## src/rtl/controller_pkg.sv

```systemverilog
// controller_pkg: shared state encoding, opcodes, ALU codes and instruction field positions.
package controller_pkg;
    typedef enum logic [3:0] {
        S_INIT   = 4'd0,
        S_FETCH  = 4'd1,
        S_DECODE = 4'd2,
        S_LOAD_A = 4'd3,
        S_LOAD_B = 4'd4,
        S_STORE  = 4'd5,
        S_ADD    = 4'd6,
        S_SUB    = 4'd7,
        S_NOOP   = 4'd8,
        S_HALT   = 4'd9
    } state_t;

    localparam logic [3:0] OP_NOOP  = 4'b0000;
    localparam logic [3:0] OP_STORE = 4'b0001;
    localparam logic [3:0] OP_LOAD  = 4'b0010;
    localparam logic [3:0] OP_ADD   = 4'b0011;
    localparam logic [3:0] OP_SUB   = 4'b0100;
    localparam logic [3:0] OP_HALT  = 4'b0101;

    localparam logic [2:0] ALU_PASS = 3'b000;
    localparam logic [2:0] ALU_ADD  = 3'b001;
    localparam logic [2:0] ALU_SUB  = 3'b010;

    localparam int OP_LSB = 12;
    localparam int HI_LSB = 8;
    localparam int MID_LSB = 4;
    localparam int LO_LSB = 0;
endpackage

```

## src/rtl/program_counter.sv

```systemverilog
// program_counter: PC_W-bit wrapping instruction address with async clear and increment enable.
module program_counter #(
    parameter int PC_W = 7
) (
    input  logic            clk,
    input  logic            rst_n,
    input  logic            en,
    output logic [PC_W-1:0] pc
);
    always_ff @(posedge clk or negedge rst_n) begin
        if (!rst_n) pc <= '0;
        else if (en) pc <= pc + 1'b1;
    end
endmodule

```

## src/rtl/controller_unit.sv

```systemverilog
// controller_unit: Moore FSM sequencing fetch/decode/execute of a 16-bit instruction set.
module controller_unit
    import controller_pkg::*;
#(
    parameter int PC_W = 7
) (
    input  logic            clk,
    input  logic            rst_n,
    input  logic            Start,
    input  logic [15:0]     IR_Data,
    output logic [PC_W-1:0] PC_Addr,
    output logic [3:0]      D_Addr,
    output logic            D_WriteEn,
    output logic            MuxS,
    output logic [3:0]      RegF_W_addr,
    output logic [3:0]      RegF_Ra_addr,
    output logic [3:0]      RegF_Rb_addr,
    output logic            RegF_W_en,
    output logic [2:0]      ALU_S,
    output logic            Halted,
    output logic [3:0]      State_Out
);
    state_t state, next;
    logic [15:0] ir;
    logic [3:0] f_hi, f_mid, f_lo;

    program_counter #(.PC_W(PC_W)) u_pc (
        .clk   (clk),
        .rst_n (rst_n),
        .en    (state == S_FETCH),
        .pc    (PC_Addr)
    );

    always_ff @(posedge clk or negedge rst_n) begin
        if (!rst_n) begin
            state <= S_INIT;
            ir <= '0;
        end else begin
            state <= next;
            if (state == S_FETCH) ir <= IR_Data;
        end
    end

    always_comb begin
        next = state;
        case (state)
            S_INIT:   next = Start ? S_FETCH : S_INIT;
            S_FETCH:  next = S_DECODE;
            S_DECODE:
                case (ir[OP_LSB +: 4])
                    OP_STORE: next = S_STORE;
                    OP_LOAD:  next = S_LOAD_A;
                    OP_ADD:   next = S_ADD;
                    OP_SUB:   next = S_SUB;
                    OP_HALT:  next = S_HALT;
                    default:  next = S_NOOP;
                endcase
            S_LOAD_A: next = S_LOAD_B;
            S_HALT:   next = S_HALT;
            default:  next = S_FETCH;
        endcase
    end

    assign f_hi = ir[HI_LSB +: 4];
    assign f_mid = ir[MID_LSB +: 4];
    assign f_lo = ir[LO_LSB +: 4];

    // Everything below depends only on registered state and IR, so reset clears it at once.
    always_comb begin
        D_Addr = '0;
        D_WriteEn = 1'b0;
        MuxS = 1'b0;
        RegF_W_addr = '0;
        RegF_Ra_addr = '0;
        RegF_Rb_addr = '0;
        RegF_W_en = 1'b0;
        ALU_S = ALU_PASS;
        case (state)
            S_LOAD_A, S_LOAD_B: begin
                D_Addr = f_hi;
                RegF_W_addr = f_lo;
                MuxS = 1'b1;
                RegF_W_en = state == S_LOAD_B;
            end
            S_STORE: begin
                RegF_Ra_addr = f_hi;
                D_Addr = f_mid;
                D_WriteEn = 1'b1;
            end
            S_ADD, S_SUB: begin
                RegF_Ra_addr = f_hi;
                RegF_Rb_addr = f_mid;
                RegF_W_addr = f_lo;
                RegF_W_en = 1'b1;
                ALU_S = state == S_ADD ? ALU_ADD : ALU_SUB;
            end
            default: ;
        endcase
    end

    assign Halted = state == S_HALT;
    assign State_Out = state;
endmodule

```

## config.mk

```make
export PLATFORM = sky130hd
export DESIGN_NAME = controller_unit
export DESIGN_NICKNAME = d
export VERILOG_FILES = /design/src/rtl/controller_pkg.sv /design/src/rtl/program_counter.sv /design/src/rtl/controller_unit.sv
export SDC_FILE = /design/constraint.sdc
export NUM_CORES = 1
export LEC_CHECK = 0
export ABC_AREA = 1
export CAP_MARGIN = 10
export CORE_MARGIN = 2
export CORE_UTILIZATION = 42
export DETAILED_ROUTE_END_ITERATION = 8
export PLACE_DENSITY_LB_ADDON = 0.08
export SLEW_MARGIN = 20
export SYNTH_ARGS = -nofsm -noshare
export SYNTH_HDL_FRONTEND = slang
export SYNTH_SLANG_ARGS = --single-unit
```

## constraint.sdc

```tcl
create_clock -name clk -period 3.05 [get_ports clk]
set_clock_uncertainty 0.2 [all_clocks]
set_input_delay 0.61 -clock clk [delete_from_list [all_inputs] [get_ports clk]]
set_output_delay 0.61 -clock clk [all_outputs]
set_load 0.02 [all_outputs]
```

==> run summary <==
Vias per cell -> 4.565
Max cap viols -> 0
Max clock buf depth -> 2
Chip Height -> 61.56 microns
Setup violators final -> 0
Post-layout net count -> 260
Number of synthesized register bits -> 27
Most frequent cells in the layout -> nand2_1, clkdlybuf4s50_1, dfrtp_1, inv_1, nor2_1
CTS Sinks -> 27
Die area -> 3789 sq um
Detailed Routing Iterations Pass 1 -> 4
Crit path max fanout -> 7
CTS tree -> built
DR WL met2 -> 1424 microns
Met1 WL -> 1500 microns
CP Capture Type -> output pin
Fin. max-slew vios -> 0
Yosys cell types -> 21
Syn Std Cell Area -> 1391 sq um
GRT Total Usage -> 0.1760
Run status -> completed
Setup TNS -> 0 ns
Starting Density -> 0.4484
Largest stage delay, worst path -> 0.62 ns
Antenna-violating nets left -> 0
Worst r2r src -> State_Out[1]
Peak supply drop -> 0.5465 mV
Syn Inst Count -> 187
Clk root buf -> clkbuf_4
IO Count -> 53
Die W -> 61.56 microns
IO buf count -> 51
HPWL after DPL -> 2400 microns
DRT iter0 DRCs -> 54
Yosys synthesis warning count -> 0
Crit path cell chain -> nor2_1, inv_1, o21ai_4, nand2_1, o21ai_0, clkdlybuf4s50_1
First-pass GRT wire length -> 5057 microns
Leakage -> 1.038 nW
Post-Syn Nets -> 207
Vias in the first global route -> 1159
Worst Hold End -> ir[15]
Met3 WL -> 192 microns
Worst hold margin -> 0.3301 ns
Achievable Freq -> 352.2 MHz
Number of remaining DRC errors -> 0
Seq/Total Area, Yosys -> 0.4856
Worst Tran Pin Value -> 0.6298 ns
Power density over the cells -> 921.8 nW/um^2
Worst-Skew Late Latency -> 0.31 ns
Commonest non-fill, non-tap cell in the layout -> nand2_1
Clock buffer count from CTS -> 3
Fin crit share -> 0.9310
Area growth syn-to-layout -> 42.00%
Gr ovfl total -> 0
Final min period -> 2.839 ns
Crit path kind -> flip-flop to output pin
Buf+Inv Stages, Crit Path -> 2
Diode count -> 0
Largest net degree at the start of global routing -> 28
CP arrival -> 2.03 ns
CP Launch Type -> flip-flop
Share of layout cells above drive strength 1 -> 0.05021
Initial antenna violation count -> 0
Area leader, netlist -> dfrtp_1
Synth top area share -> 0.4856
Hold buffers post-CTS -> 0
Core area -> 3103 sq um
WHS Path Cells -> 2
Slew headroom -> 0.5797
Min-delay src -> ir[15]
Final hold viol count -> 0
CP top delay family -> buffers and inverters
Vias -> 1292
Reg-to-reg slack, setup -> 1.08 ns
Reg2reg end -> ir[4]
Wirelength per Cell -> 11.07 microns
R2R depth -> 6
Clk pin slew, worst setup/hold paths -> 0.14 ns
Final WL -> 3133 microns
CTS H-tree depth -> 1
Row count -> 20
Uppermost layer routed -> met4
HP Class -> flip-flop to flip-flop
Largest cells by area after synthesis -> dfrtp_1, nand2_1, inv_1
Critical path's slowest cell -> clkdlybuf4s50_1
Mean Syn Cell Area -> 7.440 sq um
Critical Path RT -> 2.24 ns
GPL Wtd Cong -> 0.7938
## timing repair
action                                 in CTS  in global routing
gates resized for setup                     0                  7
buffers inserted                            0                  0
setup endpoints to repair                   0                  8
endpoints found under the hold margin       0                  0
## layout make-up
cell class              count  area [sq um]
fillers                   299          1127
inverters                  28         105.1
repair buffers             53         540.5
clock inverters             1         5.005
well taps                  44         55.05
flip-flops and latches     27         675.6
multi-input cells         127         571.8
clock buffers               3         22.52
## sequential cells by signal (all words and copies together) (netlist names)
signal,count
u_pc.pc,7
State_Out,4
ir,16
## layer usage
layer / up-vias / GRT usage
met5: - / 0
met1: 580 / 0.2477
met2: 43 / 0.2887
met4: 0 / 0.03647
li1: 667 / -
met3: 2 / 0.02731
## how the worst max path moves through the flow
stage                      start              end  slack, ns  depth (start not counted)
floorplan           State_Out[0]   RegF_W_addr[0]       0.76                          5
global placement    State_Out[0]   RegF_W_addr[1]       0.54                          6
detailed placement  State_Out[0]   RegF_W_addr[0]       0.48                          6
CTS                 State_Out[0]   RegF_W_addr[0]       0.11                          6
global route        State_Out[3]  RegF_Rb_addr[3]    -0.0004                          6
finish              State_Out[0]        D_Addr[2]       0.21                          6
## worst min-delay path, delay by kind of cell (launching register included)
kind,cells,cell delay (ns)
AND/OR/NAND/NOR,2,0.11
flip-flops,1,0.40
## where the power goes
group          internal (W)  leakage (nW)  switching [W]
combinational      0.000406         0.682       0.000621
sequential         0.000522         0.338       0.000121
clock             0.0000490        0.0177       0.000103
total              0.000976          1.04       0.000845
## logic make-up (layout without fill, tap and decap cells)
group / after synthesis / after routing / synth area share
other: 1 / 1 / 0.002695
xor gates and xnor gates: 4 / 4 / 0.02518
DFF: 27 / 27 / 0.4856
AOI/OAI and AO/OA: 22 / 22 / 0.08184
buffers and inverters: 33 / 85 / 0.1088
adders and majority gates: 1 / 1 / 0.008991
and+or+nand+nor: 99 / 99 / 0.2869
## metrics by stage
| step | std cells | setup slack [ns] | power, W | instance area, sq um | util |
|---|---|---|---|---|---|
| final | 283 | 0.2106 | 0.001821 | 1976 | 0.6367 |
| after global routing | 283 | -0.0004108 | 0.001996 | 1976 | 0.6367 |
| after CTS | 283 | 0.1054 | 0.001836 | 1953 | 0.6294 |
| after detailed placement | 279 | 0.4820 | 0.001677 | 1926 | 0.6206 |
| after global placement | 279 | 0.5373 | 0.001640 | 1926 | 0.6206 |
| after floorplan | 187 | 0.7618 | 0.001318 | 1391 | - |
## cells in the mapped netlist
cell and number:
nor3_1 2, buf_6 3, nand2_1 62, buf_4 1, nand3_1 8, clkbuf_2 1, ha_1 1, nor2_2 2
dfrtp_1 27, conb_1 1, nor2_1 23, nand2_4 1, a21oi_1 1, inv_1 27, o21ai_1 2, xor2_1 1
inv_2 1, nand2_2 1, o21ai_2 1, o21ai_0 18, xnor2_1 3
No activity file was read; power rests on OpenSTA's default activity.
